<file path="src/rtl/mcu_8bit_pkg.sv">
// Shared definitions for the 8-bit MCU: fetch state encoding and default widths.
package mcu_8bit_pkg;

   localparam int unsigned DEF_ADDR_WIDTH   = 8;
   localparam int unsigned DEF_INSTR_WIDTH  = 8;
   localparam int unsigned DEF_RESET_VECTOR = 0;

   typedef enum logic {
      s_run  = 1'b0,
      s_halt = 1'b1
   } fetch_state_t;

endpackage

</file>
<file path="src/rtl/mcu_8bit_fetch_queue.sv">
// Two-entry FIFO of {pc, instr} between the ROM response and the decoder.
module mcu_8bit_fetch_queue
   import mcu_8bit_pkg::*;
#(
   parameter int unsigned ADDR_WIDTH  = DEF_ADDR_WIDTH,
   parameter int unsigned INSTR_WIDTH = DEF_INSTR_WIDTH
) (
   input  logic                   Clk,
   input  logic                   Reset,
   input  logic                   push,
   input  logic [ADDR_WIDTH-1:0]  push_pc,
   input  logic [INSTR_WIDTH-1:0] push_instr,
   input  logic                   pop,
   input  logic                   flush,
   output logic                   head_valid,
   output logic [ADDR_WIDTH-1:0]  head_pc,
   output logic [INSTR_WIDTH-1:0] head_instr,
   output logic [1:0]             occupancy
);

   logic [ADDR_WIDTH-1:0]  pc_reg    [2];
   logic [INSTR_WIDTH-1:0] instr_reg [2];
   logic                   rd_ptr_reg;
   logic                   wr_ptr_reg;
   logic [1:0]             count_reg;
   logic                   push_ok;
   logic                   pop_ok;

   // Flush wins over a same-cycle push so a redirect never lets a stale word in.
   assign push_ok    = push && !flush;
   assign pop_ok     = pop && (count_reg != 2'd0) && !flush;
   assign head_valid = (count_reg != 2'd0);
   assign head_pc    = pc_reg[rd_ptr_reg];
   assign head_instr = instr_reg[rd_ptr_reg];
   assign occupancy  = count_reg;

   always_ff @(posedge Clk or posedge Reset) begin
      if (Reset) begin
         for (int i = 0; i < 2; i++) begin
            pc_reg[i]    <= '0;
            instr_reg[i] <= '0;
         end
         rd_ptr_reg <= 1'b0;
         wr_ptr_reg <= 1'b0;
         count_reg  <= 2'd0;
      end else if (flush) begin
         rd_ptr_reg <= 1'b0;
         wr_ptr_reg <= 1'b0;
         count_reg  <= 2'd0;
      end else begin
         if (push_ok) begin
            pc_reg[wr_ptr_reg]    <= push_pc;
            instr_reg[wr_ptr_reg] <= push_instr;
            wr_ptr_reg            <= ~wr_ptr_reg;
         end
         if (pop_ok)
            rd_ptr_reg <= ~rd_ptr_reg;
         count_reg <= count_reg + {1'b0, push_ok} - {1'b0, pop_ok};
      end
   end

endmodule

</file>
<file path="src/rtl/mcu_8bit_fetch_unit.sv">
// Instruction fetch stage: PC, ROM request issue with credit control, redirect/halt FSM.
module mcu_8bit_fetch_unit
   import mcu_8bit_pkg::*;
#(
   parameter int unsigned ADDR_WIDTH   = DEF_ADDR_WIDTH,
   parameter int unsigned INSTR_WIDTH  = DEF_INSTR_WIDTH,
   parameter int unsigned RESET_VECTOR = DEF_RESET_VECTOR
) (
   input  logic                   Clk,
   input  logic                   Reset,
   input  logic                   resetPC,
   input  logic                   i_jump_valid,
   input  logic [ADDR_WIDTH-1:0]  i_jump_addr,
   input  logic                   i_halt,
   output logic                   o_mem_en,
   output logic [ADDR_WIDTH-1:0]  o_mem_addr,
   input  logic [INSTR_WIDTH-1:0] i_mem_data,
   output logic                   o_instr_valid,
   input  logic                   i_instr_ready,
   output logic [INSTR_WIDTH-1:0] o_instr_data,
   output logic [ADDR_WIDTH-1:0]  o_instr_pc,
   output logic [ADDR_WIDTH-1:0]  currentPC
);

   localparam logic [ADDR_WIDTH-1:0] RESET_PC = ADDR_WIDTH'(RESET_VECTOR);

   fetch_state_t          state_reg;
   logic [ADDR_WIDTH-1:0] pc_reg;
   logic [ADDR_WIDTH-1:0] req_pc_reg;
   logic                  inflight_reg;

   logic       pop;
   logic       redirect;
   logic       issue;
   logic       discard;
   logic       push;
   logic [1:0] occupancy;
   logic [2:0] credits_used;

   assign pop      = o_instr_valid & i_instr_ready;
   assign redirect = resetPC | i_jump_valid;

   // Occupancy plus the outstanding request never exceeds two, so the queue cannot overflow.
   assign credits_used = {1'b0, occupancy} + {2'b0, inflight_reg} - {2'b0, pop};
   assign issue        = !Reset && (state_reg == s_run) && !redirect && (credits_used < 3'd2);

   // With one-cycle ROM latency the only pending response is the one on the bus now.
   assign discard = inflight_reg & redirect;
   assign push    = inflight_reg & ~discard;

   assign o_mem_en   = issue;
   assign o_mem_addr = pc_reg;
   assign currentPC  = pc_reg;

   always_ff @(posedge Clk or posedge Reset) begin
      if (Reset) begin
         state_reg    <= s_run;
         pc_reg       <= RESET_PC;
         req_pc_reg   <= '0;
         inflight_reg <= 1'b0;
      end else begin
         inflight_reg <= issue;
         if (issue)
            req_pc_reg <= pc_reg;
         if (resetPC) begin
            state_reg <= s_run;
            pc_reg    <= RESET_PC;
         end else if (i_jump_valid) begin
            state_reg <= s_run;
            pc_reg    <= i_jump_addr;
         end else begin
            if (i_halt && state_reg == s_run)
               state_reg <= s_halt;
            if (issue)
               pc_reg <= pc_reg + ADDR_WIDTH'(1);
         end
      end
   end

   mcu_8bit_fetch_queue #(
      .ADDR_WIDTH  (ADDR_WIDTH),
      .INSTR_WIDTH (INSTR_WIDTH)
   ) u_queue (
      .Clk        (Clk),
      .Reset      (Reset),
      .push       (push),
      .push_pc    (req_pc_reg),
      .push_instr (i_mem_data),
      .pop        (pop),
      .flush      (redirect),
      .head_valid (o_instr_valid),
      .head_pc    (o_instr_pc),
      .head_instr (o_instr_data),
      .occupancy  (occupancy)
   );

endmodule

</file>
<file path="config.mk">
export PLATFORM = sky130hd
export DESIGN_NAME = mcu_8bit_fetch_unit
export DESIGN_NICKNAME = d
export VERILOG_FILES = /design/src/rtl/mcu_8bit_pkg.sv /design/src/rtl/mcu_8bit_fetch_queue.sv /design/src/rtl/mcu_8bit_fetch_unit.sv
export SDC_FILE = /design/constraint.sdc
export NUM_CORES = 1
export LEC_CHECK = 0
export BUFFER_PORTS_ARGS = -buffer_cell sky130_fd_sc_hd__buf_2
export CORE_UTILIZATION = 54
export DETAILED_ROUTE_END_ITERATION = 16
export PLACE_DENSITY = 0.79
export SYNTH_ARGS = -nofsm -noshare
export SYNTH_HDL_FRONTEND = slang
export SYNTH_SLANG_ARGS = --single-unit
</file>
<file path="constraint.sdc">
create_clock -name Clk -period 4.5 [get_ports Clk]
set_input_delay 1.125 -clock Clk [delete_from_list [all_inputs] [get_ports Clk]]
set_output_delay 1.125 -clock Clk [all_outputs]
set_load 0.005 [all_outputs]
</file>
Word level (Yosys, flattened, before mapping)
Index checks and enable logic that the tools add are counted.
Widths: inputs -> output; s select.
- add/sub/neg operators: 5
- multipliers: 0
- divide/modulo/power cells: 0
- magnitude comparators: 4
- equality and inequality tests: 0
- shift operators: 0
- muxes and demuxes: 21
- bitwise logic cells: 11
- reductions and logical operators: 16
- operators with widths (kind ; count):
    $mux 8 ; 10
    $bwmux 16 ; 2
    $add 8x1->8 const B ; 1
    $demux 8 s1 ; 1
    $logic_and 1x1->1 ; 8
    $mux 1 ; 7
    $reduce_bool 2->1 ; 3
    $reduce_bool 3->1 ; 2
    $not 1->1 ; 5
    $ge 2x2->1 const B ; 2
    $not 1->2 ; 2
    $add 2x1->3 ; 1
    $and 1x1->1 ; 3
    $lt 3x2->1 const B ; 1
    $sub 3x1->3 ; 1
    $add 2x1->2 ; 1
    $logic_not 1->1 ; 2
    $lt 2x1->1 const B ; 1
    $mux 2 ; 1
    $reduce_and 2->1 ; 1
    $sub 2x1->2 ; 1
    $or 1x1->1 ; 1
- bits in registers: 54
- latch bits: 0
- RAM bits: 0
- ROM bits: 0
- bits of input ports: 22
- output and inout port bits: 34
- memories: 0

Logic depth before layout (Yosys ltp)
Gate-level depths: netlist of the first run.
- depth in word-level cells: 8
- gate-level depth with buffers: 10

Cells and area by module
A second synthesis of the first run with hierarchy kept.
- cells, all modules: 200
- area total of the unflattened synthesis: 2637.5 sq um
- modules (own cells, without submodules) (module ; times used ; cells each ; area each (sq um)):
    mcu_8bit_fetch_queue ; 1 ; 107 ; 1632.8
    mcu_8bit_fetch_unit ; 1 ; 93 ; 1004.7

Worst setup path after synthesis of the first run
No wires, ideal clock.
- kind: input-to-output
- start point: input i_instr_ready
- end point: output o_mem_en
- arrival: 2910 ps
- slack: 465 ps
- stages on the path: 9
- path buffers: 0
- cell sequence: nand2_1 -> inv_1 -> ha_1 -> nand2b_1 -> fa_1 -> or3b_4 -> nor2_4 -> nand2_2 -> inv_1
- word-level cells in the longest chain between the ends: 4
- RTL lines (what ; line ; source):
    from (decl) ; mcu_8bit_fetch_unit.sv:19 ; input logic i_instr_ready,
    $and 1x1->1 ; mcu_8bit_fetch_unit.sv:40 ; assign pop = o_instr_valid & i_instr_ready;
    $sub 3x1->3 ; mcu_8bit_fetch_unit.sv:44 ; assign credits_used = {1'b0, occupancy} + {2'b0, inflight_reg} - {2'b0, pop};
    $lt 3x2->1 ; mcu_8bit_fetch_unit.sv:45 ; assign issue = !Reset && (state_reg == s_run) && !redirect && (credits_used < 3'd2);
    $logic_and 1x1->1 ; mcu_8bit_fetch_unit.sv:45 ;
    to (decl) ; mcu_8bit_fetch_unit.sv:15 ; output logic o_mem_en,
Every way passes these cells.

Final worst setup path of the first run
Ends and elaborated chain as after synthesis.

==> impl_metrics.py, run 1 <==
metrics = {
    "outcome": {
        "outcome": "completed",
    },
    "final_layout": {
        "nets": 273,
        "drive_gt1_share_pct": 53.44,
        "n_antenna_cell": 0,
        "final_cell_count_no_fill": 314,
        "final_cell_mix": "buf_2 (55), dfrtp_1 (54), mux2_2 (46)",
        "area_growth_pct": 15.06,
        "layout_commonest_cell": "buf_2",
        "stdcell_area_um2": 3040,
    },
    "hold_path": {
        "min_to": "u_queue.instr_reg[14]",
        "whs_path_depth": 1,
        "hp-class": "flip-flop to flip-flop",
        "hold_start": "u_queue.instr_reg[14]",
    },
    "synthesis": {
        "synth_top_area_share_pct": 51.14,
        "ys_top_cells_by_area": "dfrtp_1 (51%), mux2_2 (20%), mux2_4 (5.7%)",
        "synth_edf_count": 0,
        "synth_cell_type_count": 37,
        "syn_area_um2": 2643,
        "ys_ff_latch": 54,
        "yosysWarnings": 0,
        "synth_largest_area_cell": "dfrtp_1",
        "synthCells": 199,
        "async_flop_share_pct": 100.0,
        "avgSynthCellArea_um2": 13.28,
        "synth_nets": 226,
        "seq_area_frac_synth_pct": 51.14,
        "synth_flop_cell": "dfrtp_1",
    },
    "grt": {
        "grt_max_degree": 41,
        "grt_first_pass_wirelength_um": 7679,
        "overflow": 0,
        "globalRouteTotalUtil_pct": 19.47,
        "antenna_found_initial": 0,
        "grt_pass1_vias": 1589,
    },
    "die": {
        "core_um2": 4723,
        "fp-row-count": 25,
        "start_util_pct": 55.95,
        "dieArea_um2": 5178,
        "io_pins": 56,
        "die_height_um": 71.96,
        "die_w_um": 71.96,
    },
    "worst_setup_path": {
        "reg2reg_from": "u_queue.occupancy[1]",
        "r2r_slack_ns": 1.46,
        "crit_path_start": "i_instr_ready",
        "crit_type": "input pin to output pin",
        "reg2reg_depth": 11,
        "cp.required_ns": 3.38,
        "crit_path_end_kind": "output pin",
        "worstReg2RegEnd": "req_pc_reg[4]",
        "cp_data_arrival_time_ns": 3.09,
        "start_kind": "input pin",
        "worstPathMaxFanout": 5,
    },
    "clock_tree": {
        "cts_resized": 0,
        "clk_latency_ns": 0.30,
        "post_cts_buffers": 0,
        "cts_root_buffer": "clkbuf_8",
        "cts.hold.buffers_added": 0,
        "clk_pin_slew_ns": 0.09,
        "cts_num_sinks": 54,
        "clockBufferDepth": 2,
        "numCtsBuffers": 5,
        "h-tree-depth": 2,
        "cts_tree": "yes",
    },
    "timing": {
        "hold_viol": 0,
        "rsz0062_at_grt": "no",
        "fin_crit_ns": 4.213,
        "fin_worst_skew_ns": 0.003830,
        "fin_setup_tns_ns": 0,
        "relSlewSlack_pct": 47.73,
        "slew_violations": 0,
        "setup_viol": 0,
        "worstMarginPinSlew_ns": 0.7840,
        "min_period_over_period_pct": 93.63,
        "fmax_ghz": 0.2374,
    },
    "detailed_routing": {
        "drc": 0,
        "drt_first_pass_iters": 4,
        "routed_wl_um": 4738,
        "drt_iter0_drc": 60,
        "vias": 1627,
        "viasPerCell": 5.182,
        "wl_per_cell_um": 15.09,
        "antenna_left": 0,
    },
    "place": {
        "dpl.cell_count": 306,
        "hpwl_um": 3367,
        "place_area_um2": 2898,
        "io_buffers": 55,
        "gp_congestion": 0.9603,
    },
    "power_and_ir_drop": {
        "total_power_mw": 1.164,
        "powerDensity_nw_per_um2": 383.0,
        "vdd_ir_drop_max_uv": 163.6,
        "total_leakage_power_nw": 1.544,
    },
    "flow_run": {
        "cap_violations": 0,
    },
}
cell families (layout without fill, tap and decap cells):
group,after synthesis,in the layout,synth area share (%)
fa+ha+maj,5,5,2.652
compound gates,10,10,2.983
simple gates,39,39,8.523
xor+xnor,11,11,3.930
flops,54,54,51.14
mux,56,56,25.28
buf+inv,24,72,5.492
stage by stage:
step	hold WS [ns]	worst slack [ns]	utilization, %
after floorplan	0.4749	0.4646	-
after global placement	0.4849	0.2955	61.35
after detailed placement	0.4915	0.2816	61.35
after CTS	0.5139	0.2739	64.37
after global routing	0.5284	0.1388	64.37
final	0.5110	0.2869	64.37
cell usage after synthesis (all sizes together), types with 2 or more instances:
| cell type | count |
|---|---|
| nor4 | 3 |
| inv | 7 |
| mux2 | 56 |
| clkbuf | 2 |
| dfrtp | 54 |
| nor2 | 14 |
| xnor2 | 8 |
| ha | 4 |
| nand2b | 2 |
| a211oi | 6 |
| or2 | 2 |
| and2 | 2 |
| nand3 | 2 |
| xor2 | 3 |
| o21ai | 2 |
| nand2 | 5 |
| nor3 | 2 |
| buf | 15 |
worst max path at each step:
stage	slack, ns	end
finish	0.29	o_mem_en
global route	0.14	o_mem_en
CTS	0.27	o_mem_en
detailed placement	0.28	o_mem_en
global placement	0.30	o_mem_en
floorplan	0.46	o_mem_en
metal layers:
| layer | vias up | part of all wire, % | global-route usage, % |
|---|---|---|---|
| li1 | 778 | - | - |
| met1 | 793 | 45 | 26.79 |
| met2 | 53 | 50 | 32.49 |
| met3 | 3 | 4.7 | 3.194 |
| met4 | 0 | 0.63 | 5.229 |
| met5 | - | 0 | 0 |
worst max-delay path, stage by stage:
cell and delay, ns:
buf_2 0.10, nand2_1 0.09, inv_1 0.05, ha_1 0.25, nand2b_1 0.15, fa_1 0.50, or3b_4 0.41, nor2_4 0.15
nand2_2 0.07, inv_1 0.08, buf_2 0.11
cell type report:
type / instances / area [um2]
Clock buffer: 6 / 82.58
Clock inverter: 2 / 60.06
Fill cell: 366 / 1683
Inverter: 7 / 26.28
Multi-Input combinational cell: 121 / 1146
Sequential cell: 54 / 1351
Tap cell: 67 / 83.83
Timing Repair Buffer: 57 / 290.3
power breakdown:
part	leakage, nW	internal [mW]	switching (mW)
logic	0.753	0.123	0.0736
clock network	0.0714	0.237	0.149
registers	0.720	0.542	0.0400
Note: power is estimated with default switching activity, not from simulation.
==> run 2: changes to the inputs <==
- BUFFER_PORTS_ARGS: -buffer_cell sky130_fd_sc_hd__buf_2 -> not set
- CORE_UTILIZATION: 54 -> 62
- DONT_BUFFER_PORTS: not set -> 1
- PLACE_DENSITY: 0.79 -> 0.78
==> run 2 against run 1 <==
Clock-buffer cell count grew 1. Power shrank 16%. Critical path type unchanged. Non-clock buffer count shrank 57. Sequential power increased by 0.9%. Cell area fell by 12%. Maximum frequency is 0.35% lower. Sequential cell count did not move. Clock skew increased by 0.0039 ns. Combinational power shrank 28%. First-iteration DRC count is 75% higher. Clock power down 34%. Via count down 11%.
==> impl_metrics.py, run 2 (synthesis gave the netlist of run 1 again) <==
metrics = {
    "die": {
        "die_w_um": 67.29,
        "core_um2": 4058,
        "io_pins": 56,
        "dieArea_um2": 4527,
        "die_height_um": 67.29,
        "fp-row-count": 23,
        "start_util_pct": 65.12,
    },
    "timing": {
        "fmax_ghz": 0.2365,
        "rsz0062_at_grt": "no",
        "fin_worst_skew_ns": 0.007745,
        "setup_viol": 0,
        "worstMarginPinSlew_ns": 1.088,
        "relSlewSlack_pct": 27.37,
        "setup_ws_ns": 0.2721,
        "min_period_over_period_pct": 93.95,
        "fin_setup_tns_ns": 0,
        "slew_violations": 0,
        "fin_crit_ns": 4.228,
        "hold_viol": 0,
    },
    "final_layout": {
        "n_antenna_cell": 0,
        "layout_commonest_cell": "dfrtp_1",
        "area_growth_pct": 0.7575,
        "utilization_pct": 65.62,
        "nets": 216,
        "final_cell_mix": "dfrtp_1 (54), mux2_2 (46), nor2_1 (12)",
        "drive_gt1_share_pct": 38.10,
    },
    "worst_setup_path": {
        "start_kind": "input pin",
        "cp_slowest_cell": "fa_1",
        "cp_top_family": "simple AND/OR/NAND/NOR gates",
        "crit_type": "input pin to output pin",
        "crit_buf_inv": 2,
        "worstPathMaxFanout": 9,
        "crit_path_end_kind": "output pin",
        "cp.required_ns": 3.38,
        "path_cells": "nand2_1 -> inv_1 -> ha_1 -> nand2b_1 -> fa_1 -> or3b_4 -> nor2_4 -> nand2_2 -> inv_1",
        "crit_path_start": "i_instr_ready",
        "path_common_cell": "inv_1",
        "cp_data_arrival_time_ns": 3.10,
        "worst_path_largest_cell_delay_ns": 0.50,
        "reg2reg_from": "u_queue.occupancy[1]",
    },
    "grt": {
        "grt_max_degree": 55,
        "grt_first_pass_wirelength_um": 7265,
        "overflow": 0,
        "globalRouteTotalUtil_pct": 22.48,
        "grt_pass1_vias": 1463,
        "antenna_found_initial": 0,
    },
    "detailed_routing": {
        "vias": 1442,
        "wl_per_cell_um": 19.61,
        "antenna_left": 0,
        "highest_layer": "met4",
        "met3_length_um": 319,
        "drt_iter0_drc": 105,
        "wl_met1_um": 1961,
        "routed_wl_um": 4687,
        "drt_first_pass_iters": 4,
        "drc": 0,
        "viasPerCell": 6.033,
        "dr_wl_met2_um": 2333,
    },
    "clock_tree": {
        "cts_num_sinks": 54,
        "cts_root_buffer": "clkbuf_8",
        "post_cts_buffers": 0,
        "cts.hold.buffers_added": 0,
        "clk_latency_ns": 0.30,
        "clockBufferDepth": 2,
        "h-tree-depth": 2,
        "clk_pin_slew_ns": 0.09,
        "numCtsBuffers": 5,
        "cts_tree": "yes",
        "cts_resized": 0,
    },
    "power_and_ir_drop": {
        "vdd_ir_drop_max_uv": 153.9,
        "powerDensity_nw_per_um2": 369.3,
        "total_leakage_power_nw": 1.254,
    },
    "place": {
        "gp_congestion": 0.9284,
        "io_buffers": 0,
        "dpl_worst_slack_ns": 0.2902,
        "hpwl_um": 3165,
    },
    "hold_path": {
        "hold_start": "u_queue.instr_reg[7]",
        "hp-class": "flip-flop to flip-flop",
    },
    "flow_run": {
        "cap_violations": 0,
    },
    "outcome": {
        "outcome": "completed",
    },
}
-- run 2: metal layers --
layer,global-route usage (%),up-vias
met5,0,-
met4,8.511,0
met3,6.926,11
met2,39.13,59
met1,25.71,715
li1,-,657
-- run 2: power by group --
| part | switching [mW] | total [mW] | internal [mW] | leakage (nW) |
|---|---|---|---|---|
| logic | 0.0544 | 0.142 | 0.0872 | 0.496 |
| registers | 0.0448 | 0.587 | 0.542 | 0.720 |
| clock network | 0.147 | 0.255 | 0.108 | 0.0383 |
-- run 2: area by class of cell --
class / count / area (um2)
Clock buffer: 7 / 76.32
Fill cell: 308 / 1395
Inverter: 7 / 26.28
Multi-Input combinational cell: 121 / 1146
Sequential cell: 54 / 1351
Tap cell: 50 / 62.56
-- run 2: final timing paths --
kind,endpoint,slack (ns),cells past startpoint
setup / recovery,o_mem_en,0.27,9
hold / removal,u_queue.instr_reg[7],0.51,1
setup reg to reg,currentPC[4],1.39,10
hold reg to reg,u_queue.instr_reg[7],0.51,1
max in group asynchronous,u_queue.pc_reg[1],2.87,1
min in group asynchronous,state_reg,0.97,1
-- run 2: per-stage QoR --
stage / hold slack (ns) / power, mW / instances / area, um2
finish: 0.5101 / 0.9833 / 239 / 2663
global route: 0.5274 / 1.030 / 239 / 2663
CTS: 0.5133 / 0.9894 / 239 / 2663
detailed placement: 0.4909 / 0.7384 / 232 / 2586
global placement: 0.4831 / 0.7300 / 232 / 2586
floorplan: 0.4749 / 0.7144 / 199 / 2643
-- run 2: worst reg2reg max path, stage by stage (launching register included) --
cell      delay [ns]
dfrtp_1         0.46
or2_2           0.33
nand2_1         0.14
inv_1           0.07
ha_1            0.26
nand2b_1        0.15
fa_1            0.51
or3b_4          0.42
nor3_1          0.30
xnor2_1         0.11
a211oi_1        0.29
